### src/rtl/count_monitor.sv
// count_monitor
// Observes a 4-bit up-counter every clock and classifies each step as an
// increment, a wrap (15->0), a hold or a jump (load/preset discontinuity).
// It keeps a saturating tally of all wraps and raises a level interrupt
// either after ALARM_WRAPS wraps since arming, or at once on a jump.
//
// Ports
//   i_clk       system clock, rising edge
//   i_rst       asynchronous active-high reset
//   i_en        monitor enable; low forces IDLE and forgets the last sample
//   i_count     counter value being observed
//   i_cmp_val   compare value for o_match
//   i_irq_ack   one-cycle acknowledge, returns ALARM/FAULT to ARMED
//   o_wrap_cnt  total wraps seen, saturates at all-ones
//   o_match     one-cycle pulse when i_count becomes equal to i_cmp_val
//   o_jump      one-cycle pulse on a discontinuity
//   o_irq       level interrupt, high in ALARM or FAULT
//   o_state     FSM state
//
// state | meaning
// IDLE  | monitor disabled, no history
// ARMED | counting wraps toward ALARM_WRAPS, watching for jumps
// ALARM | ALARM_WRAPS wraps seen since arming, irq high until ack
// FAULT | unexpected jump seen while armed, irq high until ack

module count_monitor #(
    parameter int ALARM_WRAPS = 4,
    parameter int WRAP_W      = 8
) (
    input  logic              i_clk,
    input  logic              i_rst,
    input  logic              i_en,
    input  logic [3:0]        i_count,
    input  logic [3:0]        i_cmp_val,
    input  logic              i_irq_ack,
    output logic [WRAP_W-1:0] o_wrap_cnt,
    output logic              o_match,
    output logic              o_jump,
    output logic              o_irq,
    output logic [1:0]        o_state
);

    localparam logic [1:0] ST_IDLE  = 2'd0;
    localparam logic [1:0] ST_ARMED = 2'd1;
    localparam logic [1:0] ST_ALARM = 2'd2;
    localparam logic [1:0] ST_FAULT = 2'd3;

    localparam logic [3:0] ALARM_LVL = 4'(ALARM_WRAPS);

    logic [3:0]        r_prev_count;
    logic              r_prev_valid;
    logic [3:0]        r_win_wraps;
    logic [1:0]        r_state;
    logic [WRAP_W-1:0] r_wrap_cnt;
    logic              r_match;
    logic              r_jump;
    logic              r_irq;

    logic [3:0] w_exp;
    logic [3:0] w_win_inc;
    logic       w_classify;
    logic       w_is_inc;
    logic       w_is_hold;
    logic       w_wrap;
    logic       w_jump;
    logic       w_match;
    logic [1:0] w_state_nxt;
    logic [3:0] w_win_nxt;

    assign w_exp      = r_prev_count + 4'd1;
    assign w_win_inc  = r_win_wraps + 4'd1;
    assign w_classify = i_en & r_prev_valid;
    assign w_is_inc   = (i_count == w_exp);
    assign w_is_hold  = (i_count == r_prev_count);
    assign w_wrap     = w_classify & w_is_inc & (r_prev_count == 4'hF);
    assign w_jump     = w_classify & ~w_is_inc & ~w_is_hold;
    // A hold at the compare value must not re-fire, so suppress when the
    // previous valid sample already matched.
    assign w_match    = i_en & (i_count == i_cmp_val)
                        & ~(r_prev_valid & (r_prev_count == i_cmp_val));

    always_comb begin
        w_state_nxt = r_state;
        w_win_nxt   = r_win_wraps;
        if (!i_en) begin
            w_state_nxt = ST_IDLE;
            w_win_nxt   = 4'd0;
        end else begin
            case (r_state)
                ST_IDLE: begin
                    w_state_nxt = ST_ARMED;
                    w_win_nxt   = 4'd0;
                end
                ST_ARMED: begin
                    // Jump wins over an alarm reached in the same cycle.
                    if (w_jump) begin
                        w_state_nxt = ST_FAULT;
                    end else if (w_wrap) begin
                        w_win_nxt = w_win_inc;
                        if (w_win_inc == ALARM_LVL) begin
                            w_state_nxt = ST_ALARM;
                        end
                    end
                end
                default: begin
                    // ALARM / FAULT: held until acknowledged; a wrap on the
                    // ack cycle already counts toward the next window.
                    if (i_irq_ack) begin
                        w_state_nxt = ST_ARMED;
                        w_win_nxt   = {3'b000, w_wrap};
                    end
                end
            endcase
        end
    end

    always_ff @(posedge i_clk or posedge i_rst) begin
        if (i_rst) begin
            r_prev_count <= 4'd0;
            r_prev_valid <= 1'b0;
            r_win_wraps  <= 4'd0;
            r_state      <= ST_IDLE;
            r_wrap_cnt   <= '0;
            r_match      <= 1'b0;
            r_jump       <= 1'b0;
            r_irq        <= 1'b0;
        end else begin
            if (i_en) begin
                r_prev_count <= i_count;
                r_prev_valid <= 1'b1;
            end else begin
                r_prev_valid <= 1'b0;
            end
            if (w_wrap && !(&r_wrap_cnt)) begin
                r_wrap_cnt <= r_wrap_cnt + WRAP_W'(1);
            end
            r_win_wraps <= w_win_nxt;
            r_state     <= w_state_nxt;
            r_irq       <= (w_state_nxt == ST_ALARM) || (w_state_nxt == ST_FAULT);
            r_match     <= w_match;
            r_jump      <= w_jump;
        end
    end

    assign o_wrap_cnt = r_wrap_cnt;
    assign o_match    = r_match;
    assign o_jump     = r_jump;
    assign o_irq      = r_irq;
    assign o_state    = r_state;

endmodule
### config.mk
export PLATFORM = sky130hd
export DESIGN_NAME = count_monitor
export DESIGN_NICKNAME = d
export VERILOG_FILES = /design/src/rtl/count_monitor.sv
export SDC_FILE = /design/constraint.sdc
export NUM_CORES = 1
export LEC_CHECK = 0
export ABC_AREA = 1
export BUFFER_PORTS_ARGS = -buffer_cell sky130_fd_sc_hd__buf_2
export CAP_MARGIN = 25
export CORE_MARGIN = 5
export CORE_UTILIZATION = 55
export CTS_CLUSTER_SIZE = 16
export DETAILED_ROUTE_END_ITERATION = 7
export PLACE_DENSITY = 0.82
export SETUP_SLACK_MARGIN = 0.4
export SLEW_MARGIN = 20
export SYNTH_ARGS = -nofsm -noshare
export SYNTH_HDL_FRONTEND = slang
export SYNTH_SLANG_ARGS = --single-unit
### constraint.sdc
create_clock -name i_clk -period 2.25 [get_ports i_clk]
set_input_delay 0.45 -clock i_clk [delete_from_list [all_inputs] [get_ports i_clk]]
set_output_delay 0.45 -clock i_clk [all_outputs]
set_load 0.02 [all_outputs]
==> summary.json, run 1 <==
{
  "dieHeight": {"value": 61.6, "unit": "µm"},
  "nets": {"value": 234},
  "most-common-layout-cells": {"value": "nand2_1, buf_2, inv_1, dfrtp_1, nand3_1"},
  "cts_buffers": {"value": 3},
  "synth-edff-count": {"value": 0},
  "floorplan.die.width": {"value": 61.6, "unit": "µm"},
  "dr.first_iter.drc_count": {"value": 90},
  "synth_top_family_by_area": {"value": "simple AND/OR/NAND/NOR gates"},
  "crit-reg2reg-capture": {"value": "o_wrap_cnt[7]$_DFFE_PP0P_"},
  "clkLatencyLatePin": {"value": 0.31, "unit": "ns"},
  "groute.usage.overall": {"value": 18.9, "unit": "%"},
  "mean_syn_cell_area": {"value": 7.70, "unit": "µm²"},
  "route.detailed.vias_per_inst": {"value": 5.19},
  "yosysUniqueCellTypes": {"value": 30},
  "warnings_synthesis": {"value": 0},
  "maxCapViolations": {"value": 0},
  "ctsHtreeMaxLevel": {"value": 1},
  "detailedPlacementHpwl": {"value": 2290, "unit": "µm"},
  "synthFlopType": {"value": "dfrtp_1"},
  "post-route-drc-count": {"value": 0},
  "power.static_leakage": {"value": 0.927, "unit": "nW"},
  "synth_simple_gate_area_share": {"value": 38.1, "unit": "%"},
  "final_cell_area": {"value": 1680, "unit": "µm²"},
  "critical_path_peak_fanout": {"value": 5},
  "crit_path_end_kind": {"value": "flip-flop"},
  "clk_pin_slew_worst_paths": {"value": 0.13, "unit": "ns"},
  "cts_hold_buffers": {"value": 0},
  "worst-r2r-cell-count": {"value": 10},
  "first_pass_iters": {"value": 4},
  "floorplan.initialDensity": {"value": 58.0, "unit": "%"},
  "overflow": {"value": 0},
  "crit_arrival": {"value": 1.98, "unit": "ns"},
  "timing.rr.start": {"value": "r_prev_count[0]$_DFFE_PP0P_"},
  "wl": {"value": 2960, "unit": "µm"},
  "fin_util": {"value": 66.6, "unit": "%"},
  "fp.dieArea": {"value": 3790, "unit": "µm²"},
  "power_per_cell_area": {"value": 492, "unit": "nW/µm²"},
  "period_needed": {"value": 1.75, "unit": "ns"},
  "grt_max_degree": {"value": 23},
  "final_common_cell": {"value": "nand2_1"},
  "routed_wire_length_per_instance": {"value": 12.0, "unit": "µm"},
  "timing.max_slew.rel_slack": {"value": 71.5, "unit": "%"},
  "clk_root_buffer_cell": {"value": "clkbuf_4"},
  "final.hold.worst_slack": {"value": 0.142, "unit": "ns"},
  "clock_skew": {"value": 0.0127, "unit": "ns"},
  "ant_nets": {"value": 0},
  "min_path_type": {"value": "primary input to asynchronous set/reset pin"},
  "netlist_top_cells_area": {"value": "dfrtp_1, nand2_1, inv_1"},
  "synth_area_leader_cell": {"value": "dfrtp_1"},
  "share_of_async_settable_or_async_resettable_flops_after_synthesis": {"value": 100, "unit": "%"},
  "detailed_place.area": {"value": 1620, "unit": "µm²"},
  "timing.setup.tns": {"value": 0, "unit": "ns"},
  "fraction_of_the_mapped_netlist_area_in_adder_cells": {"value": 3.42, "unit": "%"},
  "final.period_utilization": {"value": 78.0, "unit": "%"},
  "synth-seq-cells": {"value": 22},
  "syn-instance-count": {"value": 190},
  "share_of_post_route_cells_with_drive_strength_above_1": {"value": 25.3, "unit": "%"},
  "yosysTopAreaCellShare": {"value": 37.6, "unit": "%"},
  "synthXorXnorAreaFrac": {"value": 6.58, "unit": "%"},
  "synth_compound_gate_area_share": {"value": 5.81, "unit": "%"},
  "worstSetupStartpointType": {"value": "flip-flop"},
  "reg2reg_slack": {"value": 0.50, "unit": "ns"},
  "finalWeightedCongestion": {"value": 0.821},
  "antenna_found_initial": {"value": 0},
  "timing.setup.critical_path_class": {"value": "flip-flop to flip-flop"},
  "final_max_slew_viol_count": {"value": 0},
  "synth-seq-area-share": {"value": 37.6, "unit": "%"},
  "nets_in_the_synthesized_netlist": {"value": 206},
  "area.growth.synth_to_final": {"value": 14.7, "unit": "%"},
  "core_area": {"value": 2520, "unit": "µm²"},
  "grt_first_pass_wirelength": {"value": 5370, "unit": "µm"},
  "antenna_cells_inserted": {"value": 0},
  "required": {"value": 2.47, "unit": "ns"},
  "status": {"value": "complete, no violations"},
  "setup-violations-final": {"value": 0},
  "tightestPinTransition": {"value": 0.427, "unit": "ns"},
  "synth.area.mux_share": {"value": 0, "unit": "%"},
  "synth_area": {"value": 1460, "unit": "µm²"},
  "rsz0062_at_grt": {"value": "yes"},
  "route.vias.total": {"value": 1281},
  "rows": {"value": 18},
  "tritoncts_clock_tree": {"value": "done"},
  "numClockSinks": {"value": 22},
  "fillers": {"value": 211},
  "boundaryPins": {"value": 25},
  "fmax": {"value": 0.570, "unit": "GHz"},
  "grt_pass1_vias": {"value": 1248},
  "placement.io_buffers": {"value": 24},
  "number_of_setup_buffers_added_after_cts": {"value": 0},
  "final_hold_viol_count": {"value": 0},
  "ctsLongestPathBuffers": {"value": 2},
  "irDropWorstVdd": {"value": 382, "unit": "µV"}
}
layer usage:
layer | global-route usage, % | share of wire (%) | vias up
met2 | 31.2 | 46 | 32
li1 | - | - | 673
met1 | 24.7 | 47 | 571
met3 | 3.14 | 4.8 | 5
met5 | 0 | 0 | -
met4 | 7.27 | 1.6 | 0
state kept, by name, indices dropped and copies added, names as in the netlist:
name and flops:
o_irq 1, o_jump 1, o_match 1, o_state 2, o_wrap_cnt 8, r_prev_count 4
r_prev_valid 1, r_win_wraps 4
cell usage after synthesis, types with 2 or more instances:
library cell	number
nand2_2	6
nand2_4	3
nand3_1	14
dfrtp_1	22
xor2_1	4
inv_2	4
nand3_2	3
nor2_1	8
o21ai_0	5
inv_1	24
nand4_1	11
a21oi_1	4
xnor2_1	7
nor3_1	2
ha_1	4
nand2_1	55
critical path: stages (launching register included):
cell and delay [ns]:
dfrtp_2 0.47, ha_4 0.28, inv_2 0.03, nand2_2 0.07, nand2_4 0.07, nor2_8 0.13
nand2_4 0.06, nor3_4 0.26, nand3_2 0.14, nand2_1 0.09, nand2_1 0.05
worst max-delay path by stage:
stage                                endpoint  slack (ns)  cells past startpoint                   startpoint
floorplan           o_wrap_cnt[5]$_DFFE_PP0P_        0.69                     10  r_prev_count[0]$_DFFE_PP0P_
global placement    o_wrap_cnt[5]$_DFFE_PP0P_        0.63                     10  r_prev_count[0]$_DFFE_PP0P_
detailed placement  o_wrap_cnt[7]$_DFFE_PP0P_        0.59                     10  r_prev_count[0]$_DFFE_PP0P_
CTS                 o_wrap_cnt[7]$_DFFE_PP0P_        0.56                     10  r_prev_count[0]$_DFFE_PP0P_
global route        o_wrap_cnt[7]$_DFFE_PP0P_        0.35                     10  r_prev_count[1]$_DFFE_PP0P_
finish              o_wrap_cnt[7]$_DFFE_PP0P_        0.50                     10  r_prev_count[0]$_DFFE_PP0P_
cells by family after synthesis:
| group | after synthesis |
|---|---|
| xor gates and xnor gates | 11 |
| AOI/OAI and AO/OA | 14 |
| adders and majority gates | 4 |
| buffers and inverters | 32 |
| DFF | 22 |
| and+or+nand+nor | 107 |
area by class of cell:
| cell class | instances | area, µm² | area share, % |
|---|---|---|---|
| clock buffer | 4 | 36.3 | 2.16 |
| inverter | 30 | 115 | 6.86 |
| multi-input combinational | 136 | 810 | 48.2 |
| sequential | 22 | 553 | 32.9 |
| tap | 30 | 37.5 | 2.24 |
| timing repair buffer | 25 | 128 | 7.60 |
per-stage QoR:
| stage | total power [mW] | worst slack [ns] | std cells |
|---|---|---|---|
| after global placement | 0.600 | 0.627 | 243 |
| after global routing | 0.882 | 0.347 | 247 |
| final | 0.827 | 0.495 | 247 |
| after CTS | 0.823 | 0.560 | 247 |
| after floorplan | 0.558 | 0.687 | 190 |
| after detailed placement | 0.602 | 0.587 | 243 |
timing repair:
| item | CTS | global route |
|---|---|---|
| gates resized for setup | 0 | 6 |
| setup endpoints to repair | 0 | 3 |
| hold endpoints to repair | 0 | 0 |
report_power, final:
group / leakage, nW / internal (mW) / switching, mW
sequential: 0.285 / 0.412 / 0.0196
clock: 0.0210 / 0.0989 / 0.123
combinational: 0.621 / 0.0634 / 0.110
No activity file was read; power rests on OpenSTA's default activity.
==> inputs of run 2 (changes only) <==
ABC_AREA = 0   (was 1)
CORE_UTILIZATION = 48   (was 55)
PLACE_DENSITY = 0.78   (was 0.82)
clock period = 1.6 ns   (was 2.25 ns; I/O delays follow)
==> run 2 against run 1 <==
The flow now finishes with violations (negative setup slack). Clock-buffer cell count decreased by 1. Core utilization increased by 14 points. Critical path type unchanged. First-iteration DRC count decreased by 60%. Routed wire length increased by 25%. Highest routed layer unchanged. Area after synthesis decreased by 15%.
==> summary.json, run 2 <==
{
  "maxUsedRoutingLayer": {"value": "met4"},
  "period_needed": {"value": 2.05, "unit": "ns", "change": "+0.292 ns"},
  "synth_area": {"value": 1250, "unit": "µm²", "change": "-15%"},
  "met2_wirelength": {"value": 1950, "unit": "µm", "change": "+42%"},
  "area.sequential": {"value": 553, "unit": "µm²", "change": "unchanged"},
  "detailedPlacementHpwl": {"value": 2330, "unit": "µm", "change": "+2.0%"},
  "placement.io_buffers": {"value": 24, "change": "unchanged"},
  "floorplan.die.width": {"value": 61.0, "unit": "µm", "change": "-1.0%"},
  "most_common_cell_in_the_synthesized_netlist": {"value": "dfrtp_1"},
  "syn-instance-count": {"value": 121, "change": "-36%"},
  "fin_util": {"value": 81.1, "unit": "%", "change": "+14 points"},
  "final.period_utilization": {"value": 128, "unit": "%", "change": "+50 points"},
  "status": {"value": "finished, violations left"},
  "fp.dieArea": {"value": 3720, "unit": "µm²", "change": "-2.1%"},
  "synthFlopType": {"value": "dfrtp_1"},
  "synth-seq-area-share": {"value": 44.2, "unit": "%", "change": "+6.6 points"},
  "dpl.cell_count": {"value": 201, "change": "-17%"},
  "overflow": {"value": 0, "change": "unchanged"},
  "setup_slack": {"value": -0.447, "unit": "ns", "change": "-0.942 ns"},
  "final.hold.worst_slack": {"value": 0.0220, "unit": "ns", "change": "-0.120 ns"},
  "maxCapViolations": {"value": 0, "change": "unchanged"},
  "numClockSinks": {"value": 22, "change": "unchanged"},
  "routed_wire_length_per_instance": {"value": 17.3, "unit": "µm", "change": "+45%"},
  "clock_skew": {"value": 0.00280, "unit": "ns", "change": "-0.00988 ns"},
  "mean_syn_cell_area": {"value": 10.3, "unit": "µm²", "change": "+34%"},
  "grt_pass1_vias": {"value": 1171, "change": "-6.2%"},
  "nets_in_the_synthesized_netlist": {"value": 137, "change": "-33%"},
  "crit_path_end_kind": {"value": "flip-flop"},
  "synth_area_leader_cell": {"value": "dfrtp_1"},
  "core_area": {"value": 2480, "unit": "µm²", "change": "-1.8%"},
  "clkLatencyLatePin": {"value": 0.31, "unit": "ns", "change": "about the same"},
  "area.growth.synth_to_final": {"value": 61.1, "unit": "%"},
  "multiInputGateArea": {"value": 855, "unit": "µm²", "change": "+5.6%"},
  "synth-seq-cells": {"value": 22, "change": "unchanged"},
  "floorplan.initialDensity": {"value": 50.3, "unit": "%", "change": "-7.7 points"},
  "violated_checks": {"value": "negative setup slack"},
  "antenna_found_initial": {"value": 0, "change": "unchanged"},
  "rows": {"value": 18, "change": "unchanged"},
  "post-layout-total-power": {"value": 1.22, "unit": "mW", "change": "+48%"},
  "final-instance-count-excl-fill": {"value": 213, "change": "-14%"},
  "warnings_synthesis": {"value": 0, "change": "unchanged"},
  "cts_buffers": {"value": 3, "change": "unchanged"},
  "boundaryPins": {"value": 25, "change": "unchanged"},
  "dr.first_iter.drc_count": {"value": 36, "change": "-60%"},
  "most-common-layout-cells": {"value": "buf_6, buf_4, dfrtp_1, xor2_1, buf_2"},
  "netlist_top_cells_area": {"value": "dfrtp_1, xor2_1, xnor2_1"},
  "share_of_post_route_cells_with_drive_strength_above_1": {"value": 51.9, "unit": "%", "change": "+27 points"},
  "min_path_type": {"value": "primary input to asynchronous set/reset pin"},
  "irDropWorstVdd": {"value": 687, "unit": "µV", "change": "+80%"},
  "fmax": {"value": 0.489, "unit": "GHz", "change": "-14%"},
  "tritoncts_clock_tree": {"value": "done"},
  "largest_register_ffs": {"value": 8, "change": "unchanged"},
  "clk_pin_slew_worst_paths": {"value": 0.11, "unit": "ns", "change": "-0.02 ns"},
  "setup-violations-final": {"value": 16, "change": "+16"},
  "grt_first_pass_wirelength": {"value": 5440, "unit": "µm", "change": "+1.3%"},
  "power.static_leakage": {"value": 1.00, "unit": "nW", "change": "+8.4%"},
  "rsz0062_at_grt": {"value": "yes"},
  "wirelength_met1": {"value": 1510, "unit": "µm", "change": "+8.2%"},
  "dieHeight": {"value": 61.0, "unit": "µm", "change": "-1.0%"},
  "cts_hold_buffers": {"value": 0, "change": "unchanged"},
  "ctsHtreeMaxLevel": {"value": 1, "change": "unchanged"},
  "tightestPinTransition": {"value": 0.873, "unit": "ns", "change": "+0.446 ns"},
  "finalWeightedCongestion": {"value": 0.840, "change": "+2.3%"},
  "wl": {"value": 3680, "unit": "µm", "change": "+25%"},
  "yosys-top-cells-count": {"value": "dfrtp_1, xor2_1, nand2_1, nand3_1, xnor2_1"},
  "timing.setup.critical_path_class": {"value": "flip-flop to flip-flop"},
  "grt_max_degree": {"value": 23, "change": "unchanged"},
  "yosysUniqueCellTypes": {"value": 33, "change": "+10%"},
  "ant_nets": {"value": 0, "change": "unchanged"},
  "ctsLongestPathBuffers": {"value": 2, "change": "unchanged"},
  "final_hold_viol_count": {"value": 0, "change": "unchanged"},
  "nets": {"value": 201, "change": "-14%"},
  "yosysTopAreaCellShare": {"value": 44.2, "unit": "%", "change": "+6.6 points"},
  "route.detailed.vias_per_inst": {"value": 5.65, "change": "+8.9%"},
  "met3_wirelength": {"value": 171, "unit": "µm", "change": "+20%"},
  "timing.max_slew.rel_slack": {"value": 41.5, "unit": "%", "change": "-30 points"},
  "power_per_cell_area": {"value": 607, "unit": "nW/µm²", "change": "+23%"},
  "crit_arrival": {"value": 2.25, "unit": "ns", "change": "+0.27 ns"},
  "groute.usage.overall": {"value": 20.5, "unit": "%", "change": "+1.6 points"},
  "first_pass_iters": {"value": 4, "change": "unchanged"},
  "fillers": {"value": 144, "change": "-32%"},
  "share_of_async_settable_or_async_resettable_flops_after_synthesis": {"value": 100, "unit": "%", "change": "unchanged"},
  "final_max_slew_viol_count": {"value": 0, "change": "unchanged"},
  "post-route-drc-count": {"value": 0, "change": "unchanged"},
  "clk_root_buffer_cell": {"value": "clkbuf_4"},
  "route.vias.total": {"value": 1203, "change": "-6.1%"},
  "critical_path_peak_fanout": {"value": 4, "change": "-1"},
  "synth-edff-count": {"value": 0, "change": "unchanged"},
  "antenna_cells_inserted": {"value": 0, "change": "unchanged"},
  "required": {"value": 1.81, "unit": "ns", "change": "-0.66 ns"},
  "worstSetupStartpointType": {"value": "flip-flop"}
}
==> run 2: final timing paths <==
check,start,endpoint,slack [ns],cells past startpoint
min in group i_clk,i_cmp_val[1],o_match$_DFF_PP0_,0.31,4
max in group asynchronous,i_rst,o_wrap_cnt[4]$_DFFE_PP0P_,1.34,3
worst max-delay path,r_prev_count[2]$_DFFE_PP0P_,o_wrap_cnt[1]$_DFFE_PP0P_,-0.45,6
worst max register to register,r_prev_count[2]$_DFFE_PP0P_,o_wrap_cnt[1]$_DFFE_PP0P_,-0.45,6
worst min register to register,o_wrap_cnt[4]$_DFFE_PP0P_,o_wrap_cnt[4]$_DFFE_PP0P_,0.54,1
worst min-delay path,i_rst,r_win_wraps[3]$_DFFE_PP0P_,0.02,3
==> run 2: where the power goes <==
part | leakage, nW | total, mW | switching (mW) | internal [mW]
clock | 0.0138 | 0.250 | 0.161 | 0.0882
combinational | 0.703 | 0.371 | 0.174 | 0.197
sequential | 0.289 | 0.599 | 0.0221 | 0.577
total | 1.00 | 1.22 | 0.358 | 0.862
==> run 2: cell type report <==
type | instances | share of cell area (%)
multi-input cells | 93 | 42.6
flip-flops and latches | 22 | 27.5
repair buffers | 61 | 26.2
well taps | 30 | 1.87
clock buffers | 3 | 1.12
inverters | 4 | 0.748
==> run 2: metal layers <==
metal | track usage [%] | up-vias
li1 | - | 564
met1 | 24.2 | 594
met2 | 34.4 | 39
met3 | 5.53 | 6
met4 | 9.91 | 0
met5 | 0 | -
==> run 2: worst max-delay path, cell delays in order (launching register included) <==
cell and delay, ns:
dfrtp_1 0.45, xnor2_1 0.27, xnor2_1 0.15, buf_4 0.17, or3_4 0.40, a31oi_4 0.18
mux2_4 0.32
==> run 2: through the flow <==
| step | area, µm² | setup WS [ns] | setup TNS [ns] |
|---|---|---|---|
| 2_1_floorplan | 1300 | -0.400 | -3.23 |
| 3_3_place_gp | 1660 | -0.399 | -4.14 |
| 3_5_place_dp | 1660 | -0.435 | -5.33 |
| 4_1_cts | 1850 | -0.357 | -4.78 |
| 5_1_grt | 2010 | -0.485 | -6.46 |
| 6_report | 2010 | -0.447 | -5.35 |
==> run 2: logic make-up (layout without fill, tap and decap cells) <==
logic type	Yosys count	in the layout	synth area share [%]
multiplexers	6	6	5.42
buffers and inverters	6	68	1.91
adder cells (fa/ha/maj)	4	4	4.02
XOR/XNOR	23	23	16.2
AO/OA/AOI/OAI	18	18	9.84
AND/OR/NAND/NOR	42	42	18.5
flip-flops	22	22	44.2
==> run 2: repair_timing <==
item                       in CTS  in global routing
gates resized for setup        37                 26
pin swaps                       4                 10
buffers inserted                3                  6
setup endpoints to repair      26                 29
==> inputs of run 3 (changes only) <==
CORE_UTILIZATION = 53   (was 48)
PLACE_DENSITY = 0.81   (was 0.78)
clock period = 2.3 ns   (was 1.6 ns; I/O delays follow)
==> run 3 against run 2 <==
The flow now finishes without violations. Clock-buffer cell count increased by 1. Non-clock buffer count decreased by 20. Sequential share of layout area increased by 4.2 points. First-iteration DRC count decreased by 42%. Critical path depth unchanged. Routed wire length decreased by 5.1%. Total power decreased by 29%. Hold slack improved by 0.28 ns. Fmax decreased by 1.7%. Critical path type unchanged. Largest power group unchanged. Highest routed layer unchanged.
==> summary.json, run 3 (synthesis results as in run 2) <==
{
  "status": {"value": "complete, no violations"},
  "tritoncts_clock_tree": {"value": "done"},
  "route.detailed.vias_per_inst": {"value": 5.94, "change": "+5.1%"},
  "clock_group_share_of_total_power": {"value": 24.8, "unit": "%", "change": "+4.3 points"},
  "post-route-drc-count": {"value": 0, "change": "unchanged"},
  "critical_path_peak_fanout": {"value": 2, "change": "-2"},
  "boundaryPins": {"value": 25, "change": "unchanged"},
  "finalWeightedCongestion": {"value": 0.802, "change": "-4.5%"},
  "antenna_cells_inserted": {"value": 0, "change": "unchanged"},
  "cellInternalPower": {"value": 612, "unit": "µW", "change": "-29%"},
  "grt_max_degree": {"value": 23, "change": "unchanged"},
  "min_path_type": {"value": "primary input to asynchronous set/reset pin"},
  "numClockSinks": {"value": 22, "change": "unchanged"},
  "clk_pin_slew_worst_paths": {"value": 0.12, "unit": "ns", "change": "about the same"},
  "clk_root_buffer_cell": {"value": "clkbuf_4"},
  "floorplan.initialDensity": {"value": 55.8, "unit": "%", "change": "+5.5 points"},
  "route.vias.total": {"value": 1140, "change": "-5.2%"},
  "grt_pass1_vias": {"value": 1100, "change": "-6.1%"},
  "share_of_post_route_cells_with_drive_strength_above_1": {"value": 43.3, "unit": "%", "change": "-8.6 points"},
  "p_sw_share": {"value": 29.0, "unit": "%", "change": "-0.30 points"},
  "ctsLongestPathBuffers": {"value": 2, "change": "unchanged"},
  "critPathTopFamily": {"value": "simple AND/OR/NAND/NOR gates"},
  "crit_path_top_delay_cell": {"value": "or3_4"},
  "worst-r2r-cell-count": {"value": 6, "change": "unchanged"},
  "required": {"value": 2.50, "unit": "ns", "change": "+0.69 ns"},
  "groute.usage.overall": {"value": 19.1, "unit": "%", "change": "-1.4 points"},
  "first_pass_iters": {"value": 4, "change": "unchanged"},
  "fillers": {"value": 139, "change": "-3.5%"},
  "final_common_cell": {"value": "buf_2"},
  "clkLatencyLatePin": {"value": 0.31, "unit": "ns", "change": "about the same"},
  "dr.first_iter.drc_count": {"value": 21, "change": "-42%"},
  "grt_first_pass_wirelength": {"value": 4980, "unit": "µm", "change": "-8.4%"},
  "p_comb_share": {"value": 26.7, "unit": "%", "change": "-3.7 points"},
  "crit_chain": {"value": "ha_2 -> and4_1 -> nand4b_1 -> or3_4 -> a31oi_4 -> mux2_4"},
  "final_hold_viol_count": {"value": 0, "change": "unchanged"},
  "final_max_slew_viol_count": {"value": 0, "change": "unchanged"},
  "rows": {"value": 17, "change": "-1"},
  "timing.critical_path.buf_inv": {"value": 0, "change": "-1"},
  "final.period_utilization": {"value": 90.5, "unit": "%", "change": "-37 points"},
  "power_per_cell_area": {"value": 495, "unit": "nW/µm²", "change": "-19%"},
  "detailedPlacementHpwl": {"value": 2060, "unit": "µm", "change": "-12%"},
  "timing.setup.critical_path_class": {"value": "flip-flop to flip-flop"},
  "setup-violations-final": {"value": 0, "change": "-16"},
  "multiInputGateArea": {"value": 850, "unit": "µm²", "change": "-0.59%"},
  "core_area": {"value": 2230, "unit": "µm²", "change": "-9.8%"},
  "maxCapViolations": {"value": 0, "change": "unchanged"},
  "tightestPinTransition": {"value": 0.833, "unit": "ns", "change": "-0.0401 ns"},
  "crit_path_max_incr_delay": {"value": 0.42, "unit": "ns", "change": "-0.03 ns"},
  "largest_register_ffs": {"value": 8, "change": "unchanged"},
  "nets": {"value": 181, "change": "-10%"},
  "dieHeight": {"value": 58.5, "unit": "µm", "change": "-4.0%"},
  "netSwitchingPower": {"value": 250, "unit": "µW", "change": "-30%"},
  "timing.setup.tns": {"value": 0, "unit": "ns", "change": "+5.35 ns"},
  "timing.max_slew.rel_slack": {"value": 44.4, "unit": "%", "change": "+2.9 points"},
  "cell_count_along_the_critical_path": {"value": 6, "change": "unchanged"},
  "clock_skew": {"value": 0.00133, "unit": "ns", "change": "-0.00147 ns"},
  "power.static_leakage": {"value": 0.868, "unit": "nW", "change": "-14%"},
  "ant_nets": {"value": 0, "change": "unchanged"},
  "rsz0062_at_grt": {"value": "yes"},
  "most-common-layout-cells": {"value": "buf_2, dfrtp_1, buf_4, xor2_1, nand2_1"},
  "overflow": {"value": 0, "change": "unchanged"},
  "fmax": {"value": 0.480, "unit": "GHz", "change": "-1.7%"},
  "antenna_found_initial": {"value": 0, "change": "unchanged"},
  "routed_wire_length_per_instance": {"value": 18.2, "unit": "µm", "change": "+5.3%"},
  "post-layout-total-power": {"value": 861, "unit": "µW", "change": "-29%"},
  "crit_path_end_kind": {"value": "flip-flop"},
  "worstSetupStartpointType": {"value": "flip-flop"},
  "crit_arrival": {"value": 2.29, "unit": "ns", "change": "+0.04 ns"},
  "area.sequential": {"value": 553, "unit": "µm²", "change": "unchanged"},
  "share_seq_of_total_power": {"value": 48.6, "unit": "%", "change": "-0.5 points"},
  "fp.dieArea": {"value": 3420, "unit": "µm²", "change": "-7.9%"},
  "cts_buffers": {"value": 3, "change": "unchanged"},
  "area.growth.synth_to_final": {"value": 39.7, "unit": "%"},
  "placement.io_buffers": {"value": 24, "change": "unchanged"},
  "ctsHtreeMaxLevel": {"value": 1, "change": "unchanged"},
  "irDropWorstVdd": {"value": 451, "unit": "µV", "change": "-34%"},
  "wl": {"value": 3500, "unit": "µm", "change": "-5.1%"},
  "period_needed": {"value": 2.08, "unit": "ns", "change": "+0.0356 ns"},
  "floorplan.die.width": {"value": 58.5, "unit": "µm", "change": "-4.0%"}
}
-- run 3: power by group through the flow --
stage	Sequential (mW)	Combinational [mW]	Clock, mW
6_report	0.418	0.230	0.213
5_1_grt	0.420	0.243	0.235
4_1_cts	0.416	0.163	0.218
3_5_place_dp	0.427	0.131	0
3_3_place_gp	0.426	0.124	0
2_1_floorplan	0.432	0.0839	0
-- run 3: final timing paths --
kind                                               end  slack, ns                        start
max                          o_wrap_cnt[1]$_DFFE_PP0P_       0.22  r_prev_count[1]$_DFFE_PP0P_
min                          o_wrap_cnt[7]$_DFFE_PP0P_       0.30                        i_rst
max reg2reg                  o_wrap_cnt[1]$_DFFE_PP0P_       0.22  r_prev_count[1]$_DFFE_PP0P_
min reg2reg                          o_match$_DFF_PP0_       0.52       r_prev_valid$_DFF_PP0_
max in group asynchronous  r_prev_count[2]$_DFFE_PP0P_       1.44                        i_rst
min in group i_clk         r_prev_count[0]$_DFFE_PP0P_       0.44                   i_count[0]
-- run 3: final cells by class --
class,instances,share of cell area (%)
multi-input combinational,93,48.8
clock buffer,4,2.08
timing repair buffer,41,14.5
sequential,22,31.8
inverter,4,0.863
tap,28,2.01
-- run 3: what timing repair did --
item,4_1_cts,5_1_grt
endpoints found under the setup margin,9,13
hold endpoints to repair,0,0
resized for setup,15,9
hold buffers,0,0
setup buffers,7,8
pin swaps,6,13
-- run 3: metrics by stage --
step                instances  instance area [µm²]  worst slack [ns]  hold slack (ns)  utilization [%]
floorplan                 121                 1280             0.300            0.440                -
global placement          173                 1440             0.188            0.499             64.4
detailed placement        173                 1440            0.0497            0.469             64.4
CTS                       184                 1610             0.280            0.322             72.0
global route              192                 1740             0.149            0.352             77.9
finish                    192                 1740             0.217            0.298             77.9
-- run 3: per-layer routing --
metal	global-route usage (%)	wire [µm]	up-vias
met5	0	0	-
met4	8.61	147	0
met3	3.73	131	12
met2	31.3	1740	36
met1	24.4	1470	566
li1	-	-	526
